--- config.mk ---
export PLATFORM = sky130hd
export DESIGN_NAME = trace_trigger_filter_flat
export DESIGN_NICKNAME = d
export VERILOG_FILES = /design/src/rtl/trace_trigger_filter_pkg.sv /design/src/rtl/trace_trigger_filter_if.sv /design/src/rtl/trace_trigger_filter_address_range_matcher.sv /design/src/rtl/trace_trigger_filter.sv /design/src/flat_wrapper.sv
export SDC_FILE = /design/constraint.sdc
export NUM_CORES = 2
export LEC_CHECK = 0
export ABC_AREA = 0
export ABC_CLOCK_PERIOD_IN_PS = 34600
export CAP_MARGIN = 20
export CORE_UTILIZATION = 60
export CTS_CLUSTER_DIAMETER = 100
export DETAILED_ROUTE_END_ITERATION = 10
export PLACE_DENSITY = 0.78
export SYNTH_ARGS = -nofsm -noshare
export SYNTH_HDL_FRONTEND = slang
export SYNTH_SLANG_ARGS = --single-unit
--- constraint.sdc ---
create_clock -name clk -period 34.6 [get_ports clk]
set_clock_uncertainty 0.1 [all_clocks]
set_input_delay 6.92 -clock clk [delete_from_list [all_inputs] [get_ports clk]]
set_output_delay 6.92 -clock clk [all_outputs]
set_load 0.05 [all_outputs]
--- src/rtl/trace_trigger_filter_pkg.sv ---
// -----------------------------------------------------------------------------
// trace_trigger_filter_pkg
//   Shared definitions for the trace trigger filter: control register map,
//   trigger FSM states, address-range register layout and resync timer
//   constants.
//
//   Control map (CTRL_ADDR_WIDTH = 8, CTRL_DATA_WIDTH = 64):
//     0x00 START_EN     wdata[0]; writing also restarts the trigger FSM
//     0x01 START_ADDR   start trigger PC
//     0x02 END_EN       wdata[0]
//     0x03 END_ADDR     end trigger PC
//     0x04 WFI_REACHED  any write clears the sticky WFI flag
//     0x10 + 4*i + f    range channel i, field f = {LO_EN, HI_EN, LO, HI}
// -----------------------------------------------------------------------------
package trace_trigger_filter_pkg;

    localparam int CTRL_ADDR_WIDTH = 8;
    localparam int CTRL_DATA_WIDTH = 64;

    // Upper bound on address-range channels; the register map has room for 16.
    localparam int MAX_RANGES = 16;

    localparam logic [31:0] WFI_INSTRUCTION = 32'h1050_0073;

    // Consecutive dropped packets tolerated before one is forced through.
    localparam int                            RESYNC_TIMER_WIDTH       = 8;
    localparam logic [RESYNC_TIMER_WIDTH-1:0] RESYNC_TIMER_RESET_VALUE = 8'd10;

    typedef enum logic [CTRL_ADDR_WIDTH-1:0] {
        CTRL_START_EN    = 8'h00,
        CTRL_START_ADDR  = 8'h01,
        CTRL_END_EN      = 8'h02,
        CTRL_END_ADDR    = 8'h03,
        CTRL_WFI_REACHED = 8'h04,
        CTRL_RANGE_BASE  = 8'h10
    } ctrl_addr_t;

    localparam logic [CTRL_ADDR_WIDTH-1:0] RANGE_BASE = CTRL_RANGE_BASE;

    typedef enum logic [1:0] {
        RANGE_LO_EN = 2'd0,
        RANGE_HI_EN = 2'd1,
        RANGE_LO    = 2'd2,
        RANGE_HI    = 2'd3
    } range_field_t;

    typedef enum logic [1:0] {
        WAIT_START = 2'd0,
        TRACING    = 2'd1,
        STOPPED    = 2'd2
    } trig_state_t;

    // Control address of one field of one range channel.
    function automatic logic [CTRL_ADDR_WIDTH-1:0] range_reg_addr(
        input int           ch,
        input range_field_t field
    );
        return CTRL_ADDR_WIDTH'(int'(RANGE_BASE) + 4 * ch + int'(field));
    endfunction

endpackage

--- src/rtl/trace_trigger_filter_if.sv ---
// -----------------------------------------------------------------------------
// trace_trigger_filter_if
//   Bundles the trace packet input handshake, the control write port and the
//   filtered packet output handshake of trace_trigger_filter.
//
//   Signals:
//     in_valid/in_ready/in_pc/in_instr   packet from the CPU trace tap
//     ctrl_wr_en/ctrl_addr/ctrl_wdata    control register writes
//     out_valid/out_ready/out_data       filtered packet {instr, pc}
//     out_resync                         packet forced by the resync timer
//
//   Modports:
//     master  trace source / control host / downstream sink side
//     slave   the filter itself
// -----------------------------------------------------------------------------
interface trace_trigger_filter_if
    import trace_trigger_filter_pkg::*;
#(
    parameter int XLEN = 64
);
    logic                       in_valid;
    logic                       in_ready;
    logic [XLEN-1:0]            in_pc;
    logic [31:0]                in_instr;

    logic                       ctrl_wr_en;
    logic [CTRL_ADDR_WIDTH-1:0] ctrl_addr;
    logic [CTRL_DATA_WIDTH-1:0] ctrl_wdata;

    logic                       out_valid;
    logic                       out_ready;
    logic [32+XLEN-1:0]         out_data;
    logic                       out_resync;

    modport master (
        output in_valid, in_pc, in_instr,
        output ctrl_wr_en, ctrl_addr, ctrl_wdata,
        output out_ready,
        input  in_ready, out_valid, out_data, out_resync
    );

    modport slave (
        input  in_valid, in_pc, in_instr,
        input  ctrl_wr_en, ctrl_addr, ctrl_wdata,
        input  out_ready,
        output in_ready, out_valid, out_data, out_resync
    );

endinterface

--- src/rtl/trace_trigger_filter_address_range_matcher.sv ---
// -----------------------------------------------------------------------------
// address_range_matcher
//   One address-range channel: holds its lo/hi bounds and enables, decodes
//   its own four control addresses, and compares the incoming PC.
//
//   Ports:
//     clk, rst     clock, asynchronous active-high reset
//     i_wr_en      control write strobe
//     i_addr       control address
//     i_wdata      control write data (bounds use the low XLEN bits)
//     i_pc         PC to classify
//     o_active     channel has at least one bound enabled
//     o_match      PC satisfies every enabled bound (inclusive, unsigned)
// -----------------------------------------------------------------------------
module address_range_matcher
    import trace_trigger_filter_pkg::*;
#(
    parameter int XLEN     = 64,
    parameter int CH_INDEX = 0
) (
    input  logic                       clk,
    input  logic                       rst,
    input  logic                       i_wr_en,
    input  logic [CTRL_ADDR_WIDTH-1:0] i_addr,
    input  logic [CTRL_DATA_WIDTH-1:0] i_wdata,
    input  logic [XLEN-1:0]            i_pc,
    output logic                       o_active,
    output logic                       o_match
);

    localparam logic [CTRL_ADDR_WIDTH-1:0] A_LO_EN = range_reg_addr(CH_INDEX, RANGE_LO_EN);
    localparam logic [CTRL_ADDR_WIDTH-1:0] A_HI_EN = range_reg_addr(CH_INDEX, RANGE_HI_EN);
    localparam logic [CTRL_ADDR_WIDTH-1:0] A_LO    = range_reg_addr(CH_INDEX, RANGE_LO);
    localparam logic [CTRL_ADDR_WIDTH-1:0] A_HI    = range_reg_addr(CH_INDEX, RANGE_HI);

    logic            r_lo_en;
    logic            r_hi_en;
    logic [XLEN-1:0] r_lo;
    logic [XLEN-1:0] r_hi;

    // NOTE: state is assigned with <= so every register samples the values
    // from before the edge, independent of statement order.
    // NOTE: these are a handful of config flops, not a RAM, so resetting them
    // costs nothing and gives a known "channel disabled" state.
    always_ff @(posedge clk or posedge rst) begin
        if (rst) begin
            r_lo_en <= 1'b0;
            r_hi_en <= 1'b0;
            r_lo    <= '0;
            r_hi    <= '0;
        end else if (i_wr_en) begin
            if (i_addr == A_LO_EN) r_lo_en <= i_wdata[0];
            if (i_addr == A_HI_EN) r_hi_en <= i_wdata[0];
            if (i_addr == A_LO)    r_lo    <= i_wdata[XLEN-1:0];
            if (i_addr == A_HI)    r_hi    <= i_wdata[XLEN-1:0];
        end
    end

    assign o_active = r_lo_en || r_hi_en;

    // lo > hi with both bounds enabled can never satisfy both terms: no wrap.
    assign o_match = (!r_lo_en || (i_pc >= r_lo)) &&
                     (!r_hi_en || (i_pc <= r_hi));

endmodule

--- src/rtl/trace_trigger_filter.sv ---
// -----------------------------------------------------------------------------
// trace_trigger_filter
//   Sits between the CPU trace tap and the trace FIFO. Accepts {instr, pc}
//   packets, gates them by a start/end trigger FSM and by NUM_RANGES
//   programmable address ranges, and emits survivors through a one-deep
//   registered valid/ready stage. Also raises a sticky flag on WFI.
//
//   Optional feature: define TRACE_TRIGGER_RESYNC_EN to add the resync timer,
//   which forces one packet through (out_resync=1) after a run of
//   RESYNC_TIMER_RESET_VALUE consecutive range drops while tracing.
//   Without it out_resync is tied 0.
//
//   Ports:
//     clk            clock, rising edge
//     rst            asynchronous active-high reset
//     bus            trace_trigger_filter_if.slave (packet in, ctrl, packet out)
//     o_range_hit    per-channel hit of the last accepted packet
//     o_tracing      trigger FSM is in TRACING
//     o_wfi_reached  sticky: an accepted packet carried WFI
//
//   Requires XLEN <= CTRL_DATA_WIDTH and 1 <= NUM_RANGES <= MAX_RANGES.
// -----------------------------------------------------------------------------
module trace_trigger_filter
    import trace_trigger_filter_pkg::*;
#(
    parameter int XLEN       = 64,
    parameter int NUM_RANGES = 4
) (
    input  logic                  clk,
    input  logic                  rst,
    trace_trigger_filter_if.slave bus,
    output logic [NUM_RANGES-1:0] o_range_hit,
    output logic                  o_tracing,
    output logic                  o_wfi_reached
);

    // ---------------------------------------------------------------- inputs
    logic                       w_accept;
    logic [XLEN-1:0]            w_pc;
    logic                       w_wr;
    logic [CTRL_ADDR_WIDTH-1:0] w_addr;
    logic [CTRL_DATA_WIDTH-1:0] w_wdata;
    logic                       w_start_en_wr;

    logic                       r_out_valid;
    logic [32+XLEN-1:0]         r_out_data;

    assign w_pc          = bus.in_pc;
    assign w_wr          = bus.ctrl_wr_en;
    assign w_addr        = bus.ctrl_addr;
    assign w_wdata       = bus.ctrl_wdata;
    assign w_start_en_wr = w_wr && (w_addr == CTRL_START_EN);

    // The output slot is free when empty or being drained this cycle.
    assign bus.in_ready = !r_out_valid || bus.out_ready;
    assign w_accept     = bus.in_valid && bus.in_ready;

    // ------------------------------------------------------- trigger config
    logic            r_start_en;
    logic [XLEN-1:0] r_start_addr;
    logic            r_end_en;
    logic [XLEN-1:0] r_end_addr;

    always_ff @(posedge clk or posedge rst) begin
        if (rst) begin
            r_start_en   <= 1'b0;
            r_start_addr <= '0;
            r_end_en     <= 1'b0;
            r_end_addr   <= '0;
        end else if (w_wr) begin
            case (w_addr)
                CTRL_START_EN:   r_start_en   <= w_wdata[0];
                CTRL_START_ADDR: r_start_addr <= w_wdata[XLEN-1:0];
                CTRL_END_EN:     r_end_en     <= w_wdata[0];
                CTRL_END_ADDR:   r_end_addr   <= w_wdata[XLEN-1:0];
                default:         ;
            endcase
        end
    end

    // -------------------------------------------------------- range channels
    logic [NUM_RANGES-1:0] w_active;
    logic [NUM_RANGES-1:0] w_match;
    logic [NUM_RANGES-1:0] w_hit;
    logic                  w_in_range;

    for (genvar g = 0; g < NUM_RANGES; g++) begin : g_ch
        if (g < MAX_RANGES) begin : g_inst
            address_range_matcher #(
                .XLEN     (XLEN),
                .CH_INDEX (g)
            ) u_matcher (
                .clk      (clk),
                .rst      (rst),
                .i_wr_en  (w_wr),
                .i_addr   (w_addr),
                .i_wdata  (w_wdata),
                .i_pc     (w_pc),
                .o_active (w_active[g]),
                .o_match  (w_match[g])
            );
        end else begin : g_none
            // Beyond the register map: permanently inactive.
            assign w_active[g] = 1'b0;
            assign w_match[g]  = 1'b0;
        end
    end

    // An inactive channel trivially "matches", so mask with active before
    // reporting or OR-ing; with no channel active everything is in range.
    assign w_hit      = w_match & w_active;
    assign w_in_range = (w_active == '0) || (|w_hit);

    // ------------------------------------------------------------ trigger FSM
    trig_state_t r_state;
    logic        r_tracing;
    logic        w_start_match;
    logic        w_end_match;
    logic        w_trace_ok;

    assign w_start_match = (w_pc == r_start_addr);
    assign w_end_match   = r_end_en && (w_pc == r_end_addr);

    // The packet that fires the start trigger is itself traced.
    assign w_trace_ok = (r_state == TRACING) ||
                        ((r_state == WAIT_START) && w_start_match);

    // A start_en write restarts the trigger regardless of any packet in the
    // same cycle; otherwise accepted packets drive the transitions. In
    // WAIT_START only the start compare is looked at, so pc==start==end
    // lands in TRACING and the end match is ignored for that packet.
    always_ff @(posedge clk or posedge rst) begin
        if (rst) begin
            r_state   <= TRACING;
            r_tracing <= 1'b1;
        end else if (w_start_en_wr) begin
            r_state   <= w_wdata[0] ? WAIT_START : TRACING;
            r_tracing <= !w_wdata[0];
        end else if (w_accept) begin
            case (r_state)
                WAIT_START: begin
                    if (w_start_match) begin
                        r_state   <= TRACING;
                        r_tracing <= 1'b1;
                    end
                end
                TRACING: begin
                    if (w_end_match) begin
                        r_state   <= r_start_en ? WAIT_START : STOPPED;
                        r_tracing <= 1'b0;
                    end
                end
                STOPPED: ;
                default: begin
                    r_state   <= TRACING;
                    r_tracing <= 1'b1;
                end
            endcase
        end
    end

    // ----------------------------------------------------------- resync timer
    logic w_force;
    logic w_forward;

    assign w_forward = w_accept && w_trace_ok && (w_in_range || w_force);

`ifdef TRACE_TRIGGER_RESYNC_EN
    logic [RESYNC_TIMER_WIDTH-1:0] r_drop_cnt;
    logic                          w_resync_due;
    logic                          r_out_resync;

    assign w_resync_due = (r_drop_cnt == RESYNC_TIMER_RESET_VALUE);
    // Only an out-of-range packet is "forced"; an in-range one would have
    // been forwarded anyway.
    assign w_force      = w_resync_due && !w_in_range;

    // While TRACING the only reason to drop an accepted packet is the range
    // filter, so that is the run being counted.
    always_ff @(posedge clk or posedge rst) begin
        if (rst) begin
            r_drop_cnt <= '0;
        end else if (w_start_en_wr || w_forward) begin
            r_drop_cnt <= '0;
        end else if (w_accept && (r_state == TRACING) && !w_resync_due) begin
            r_drop_cnt <= r_drop_cnt + 1'b1;
        end
    end

    always_ff @(posedge clk or posedge rst) begin
        if (rst) begin
            r_out_resync <= 1'b0;
        end else if (w_forward) begin
            r_out_resync <= w_force;
        end else if (bus.out_ready) begin
            r_out_resync <= 1'b0;
        end
    end

    assign bus.out_resync = r_out_resync;
`else
    assign w_force        = 1'b0;
    assign bus.out_resync = 1'b0;
`endif

    // ----------------------------------------------------------- output stage
    // Loading only happens on an accept, and accept implies the slot is free,
    // so a stalled packet is never overwritten.
    always_ff @(posedge clk or posedge rst) begin
        if (rst) begin
            r_out_valid <= 1'b0;
            r_out_data  <= '0;
        end else if (w_forward) begin
            r_out_valid <= 1'b1;
            r_out_data  <= {bus.in_instr, w_pc};
        end else if (bus.out_ready) begin
            r_out_valid <= 1'b0;
        end
    end

    assign bus.out_valid = r_out_valid;
    assign bus.out_data  = r_out_data;

    // ------------------------------------------------------- status outputs
    logic [NUM_RANGES-1:0] r_range_hit;
    logic                  r_wfi_reached;

    always_ff @(posedge clk or posedge rst) begin
        if (rst) begin
            r_range_hit <= '0;
        end else if (w_accept) begin
            r_range_hit <= w_hit;
        end
    end

    // Set has priority over a clear write in the same cycle.
    always_ff @(posedge clk or posedge rst) begin
        if (rst) begin
            r_wfi_reached <= 1'b0;
        end else if (w_accept && (bus.in_instr == WFI_INSTRUCTION)) begin
            r_wfi_reached <= 1'b1;
        end else if (w_wr && (w_addr == CTRL_WFI_REACHED)) begin
            r_wfi_reached <= 1'b0;
        end
    end

    assign o_range_hit   = r_range_hit;
    assign o_tracing     = r_tracing;
    assign o_wfi_reached = r_wfi_reached;

endmodule
--- src/flat_wrapper.sv ---
// flat-port wrapper written by rule: the top's interface ports become plain ports
module trace_trigger_filter_flat import trace_trigger_filter_pkg::*;
#(
    parameter int XLEN       = 64,
    parameter int NUM_RANGES = 4
)
  (clk, rst, o_range_hit, o_tracing, o_wfi_reached, bus_in_valid, bus_in_pc, bus_in_instr, bus_ctrl_wr_en, bus_ctrl_addr, bus_ctrl_wdata, bus_out_ready, bus_in_ready, bus_out_valid, bus_out_data, bus_out_resync);
  trace_trigger_filter_if #(.XLEN(XLEN)) bus_i ();
  input  logic clk;
  input  logic rst;
  output logic [NUM_RANGES-1:0] o_range_hit;
  output logic o_tracing;
  output logic o_wfi_reached;
  input wire logic [$bits(bus_i.in_valid)-1:0] bus_in_valid;
  input wire logic [$bits(bus_i.in_pc)-1:0] bus_in_pc;
  input wire logic [$bits(bus_i.in_instr)-1:0] bus_in_instr;
  input wire logic [$bits(bus_i.ctrl_wr_en)-1:0] bus_ctrl_wr_en;
  input wire logic [$bits(bus_i.ctrl_addr)-1:0] bus_ctrl_addr;
  input wire logic [$bits(bus_i.ctrl_wdata)-1:0] bus_ctrl_wdata;
  input wire logic [$bits(bus_i.out_ready)-1:0] bus_out_ready;
  output wire logic [$bits(bus_i.in_ready)-1:0] bus_in_ready;
  output wire logic [$bits(bus_i.out_valid)-1:0] bus_out_valid;
  output wire logic [$bits(bus_i.out_data)-1:0] bus_out_data;
  output wire logic [$bits(bus_i.out_resync)-1:0] bus_out_resync;
  assign bus_i.in_valid = bus_in_valid;
  assign bus_i.in_pc = bus_in_pc;
  assign bus_i.in_instr = bus_in_instr;
  assign bus_i.ctrl_wr_en = bus_ctrl_wr_en;
  assign bus_i.ctrl_addr = bus_ctrl_addr;
  assign bus_i.ctrl_wdata = bus_ctrl_wdata;
  assign bus_i.out_ready = bus_out_ready;
  assign bus_in_ready = bus_i.in_ready;
  assign bus_out_valid = bus_i.out_valid;
  assign bus_out_data = bus_i.out_data;
  assign bus_out_resync = bus_i.out_resync;
  trace_trigger_filter #(.XLEN(XLEN), .NUM_RANGES(NUM_RANGES)) u_core (.clk(clk), .rst(rst), .bus(bus_i), .o_range_hit(o_range_hit), .o_tracing(o_tracing), .o_wfi_reached(o_wfi_reached));
endmodule
==> results.sh <==
export IMPL_period_minus_slack_ps=15360
export IMPL_met2_length_um=55200
export IMPL_syn_inst=4034
export IMPL_synth_distinct_cells=70
export IMPL_dpl_hpwl_um=79600
export IMPL_vias=31691
export IMPL_timing_fmax_mhz=65.1
export IMPL_synthAdderAreaFrac_pct=15.2
export IMPL_synth_avg_cell_area_um2=10.4
export IMPL_status="finished, final reports clean"
export IMPL_synthXorXnorAreaFrac_pct=1.96
export IMPL_ys_flop_type="dfrtp_1"
export IMPL_drcViolationCount=0
export IMPL_h_tree_depth=3
export IMPL_dieArea_um2=71200
export IMPL_syn_to_final_growth_pct=15.6
export IMPL_cts_sinks=754
export IMPL_syn_area_um2=42100
export IMPL_cp_common_cell="clkdlybuf4s50_1"
export IMPL_synth_compound_area_share_pct=9.67
export IMPL_routed_top_layer="met4"
export IMPL_synth_top_area_share_pct=44.8
export IMPL_finalSetupTns_ps=0
export IMPL_grt_max_degree=109
export IMPL_wl_per_cell_um=22.6
export IMPL_nNetsFinal=4964
export IMPL_cts_root_buffer="clkbuf_16"
export IMPL_wl_met3_um=9300
export IMPL_reg2reg_depth=12
export IMPL_synth_mux_area_share_pct=13.3
export IMPL_netlist_top_cells_area="dfrtp_1 (45%), ha_1 (15%), mux2_2 (12%)"
export IMPL_fin_cells=5274
export IMPL_maxCapViolations=0
export IMPL_slowest_stage="clkdlybuf4s50_1"
export IMPL_cts_buffer_depth=3
export IMPL_critPathArrivalTime_ps=8340
export IMPL_postRouteWirelength_um=119000
export IMPL_num_fill_cells=5086
export IMPL_yosysTopAreaCell="dfrtp_1"
export IMPL_grt_ovfl_total=0
export IMPL_powerDensity_nw_per_um2=55.4
export IMPL_tightest_slew_ps=1240
export IMPL_first_pass_iters=8
export IMPL_synth_edff_count=0
export IMPL_p_leak_nw=23.6
export IMPL_grt_pass1_vias=32085
export IMPL_die_x_um=267
export IMPL_grt_antenna_before_repair=0
export IMPL_cts_repair_resized=0
export IMPL_clk_pin_slew_ps=60
export IMPL_synthSimpleGateAreaFrac_pct=8.51
export IMPL_yosysWarnings=0
export IMPL_synth_top_family_by_area="adder cells"
export IMPL_grt_first_pass_wirelength_um=184000
export IMPL_totalPowerFinal_mw=2.69
export IMPL_rsz0062_at_grt="no"
export IMPL_insertion_delay_ps=640
export IMPL_fp_dieH_um=267
export IMPL_track_usage_pct=34.2
export IMPL_dp_cells=5126
export IMPL_drive_gt1_share_pct=15.2
export IMPL_wl_met1_um=49200
export IMPL_crit_chain="clkdlybuf4s50_1 -> inv_1 -> nand2_1 -> clkdlybuf4s50_1"
export IMPL_port_buffers=276
export IMPL_diodes=0
export IMPL_synthArstFlopShare_pct=100
export IMPL_hold_path_class="reg2reg"
export IMPL_setup_viol=0
export IMPL_syn_nets=4719
export IMPL_core_area_um2=68900
export IMPL_cp_required_ps=27580
export IMPL_cp_max_fo=3
export IMPL_hold_viol_final=0
export IMPL_peakVddDrop_mv=0.0785
export IMPL_ys_seq_elements=754
export IMPL_gp_congestion=0.997
export IMPL_via_per_inst=6.01
export IMPL_post_cts_buffers=0
export IMPL_cts_tree="done"
export IMPL_first_iter_violations=2452
export IMPL_relSlewSlack_pct=16.9
export IMPL_drv_slew=0
export IMPL_cp_end_kind="output pin"
export IMPL_ant_nets=0
export IMPL_cts_made_buffers=82
export IMPL_start_util_pct=61.0
export IMPL_num_rows=96
export IMPL_crit_type="in2out"
export IMPL_crit_path_max_incr_delay_ps=810
export IMPL_ctsHoldBuffers=0
export IMPL_whs_path_depth=1
export IMPL_ioPinCount=278
export IMPL_period_share_pct=44.4
export IMPL_seq_area_frac_synth_pct=44.8
export IMPL_start_kind="input pin"
[power by group]
part | switching, mW | internal (mW) | total (mW)
combinational | 0.457 | 0.268 | 0.725
sequential | 0.0515 | 0.989 | 1.04
clock | 0.370 | 0.559 | 0.929
total | 0.879 | 1.82 | 2.69
[final cells by class]
class | count | area [um^2] | share of cell area (%)
clock inverter | 29 | 417 | 0.857
sequential | 754 | 18900 | 38.8
tap | 931 | 1160 | 2.40
inverter | 549 | 2070 | 4.25
multi-input combinational | 2565 | 20600 | 42.3
timing repair buffer | 327 | 3150 | 6.47
clock buffer | 119 | 2410 | 4.97
[per-layer routing]
metal	up-vias	GRT usage, %
li1	14426	-
met1	15755	45.4
met2	1207	55.3
met3	303	5.88
met4	0	14.4
met5	-	0
[synth_stat cells (5+ instances only)]
master / count
a2111oi_0: 5
a211oi_1: 26
a21o_1: 52
a21oi_1: 193
a221o_1: 6
a221oi_1: 23
a31oi_1: 5
and3_1: 5
and4_1: 19
buf_1: 7
buf_4: 7
clkbuf_1: 148
dfrtp_1: 753
ha_1: 512
inv_1: 549
mux2_1: 29
mux2_2: 465
nand2_1: 400
nand2b_1: 10
nand3_1: 61
nand4_1: 104
nor2_1: 58
nor2b_1: 16
nor3_1: 25
nor4_1: 36
nor4b_1: 6
o211ai_1: 6
o21a_1: 5
o21ai_0: 326
o22ai_1: 13
o31ai_1: 5
xnor2_1: 54
xor2_1: 40
[path summary, 6_finish.rpt]
check,to,slack (ps),startpoint
hold / removal,u_core.bus.out_data[1]$_DFFE_PP0P_,380,u_core.bus.out_data[1]$_DFFE_PP0P_
setup / recovery,bus_in_ready,19240,bus_out_ready
min in group asynchronous,u_core.bus.out_data[27]$_DFFE_PP0P_,6710,rst
setup reg to reg,u_core.bus.out_data[35]$_DFFE_PP0P_,29430,u_core.g_ch[1].g_inst.u_matcher.r_lo[45]$_DFFE_PP0P_
hold reg to reg,u_core.bus.out_data[1]$_DFFE_PP0P_,380,u_core.bus.out_data[1]$_DFFE_PP0P_
max in group asynchronous,u_core.bus.out_data[49]$_DFFE_PP0P_,23750,rst
[critical path, delay by kind of cell]
family                 cells  cell delay [ps]
buffers and inverters      3             1320
AND/OR/NAND/NOR            1              100
[layout by cell type, fill, tap and decap left out, drive strengths merged, types with 23 or more instances in the layout]
cell type,instances
mux2,494
a21oi,193
nor2,58
ha,512
buf,51
nand3,61
nor3,25
clkbuf,119
a221oi,23
a211oi,26
nand4,104
dfrtp,753
xnor2,54
inv,553
nand2,400
clkdlybuf4s50,276
a21o,52
nor4,36
o21ai,327
xor2,40
[registers in the layout, summed over array words and instances (netlist names)]
register,flops
u_core.bus.out_data,96
u_core.r_end_en,1
u_core.g_ch.g_inst.u_matcher.r_hi_en,4
u_core.o_range_hit,4
u_core.r_state,2
u_core.o_wfi_reached,1
u_core.r_end_addr,64
u_core.g_ch.g_inst.u_matcher.r_lo,256
u_core.r_start_en,1
u_core.r_start_addr,64
u_core.g_ch.g_inst.u_matcher.r_hi,256
u_core.g_ch.g_inst.u_matcher.r_lo_en,4
u_core.bus.out_valid,1
[cells by family (layout without fill, tap and decap cells)]
family                   after synthesis  after routing
AO/OA/AOI/OAI                        703            703
XOR/XNOR                              94             94
adder cells (fa/ha/maj)              512            512
buffers and inverters                715           1024
flip-flops                           754            754
multiplexers                         497            497
other                                  1              1
AND/OR/NAND/NOR                      758            758
[metrics by stage]
stage               util, %  hold WS (ps)  area, um^2  setup WS, ps
global placement       66.4           366       45800         19240
CTS                    70.5           388       48600         19240
detailed placement     66.4           374       45800         19240
global route           70.5           405       48600         19190
floorplan                 -           373       42100          6420
finish                 70.5           384       48600         19240
No activity file was read; power rests on OpenSTA's default activity.
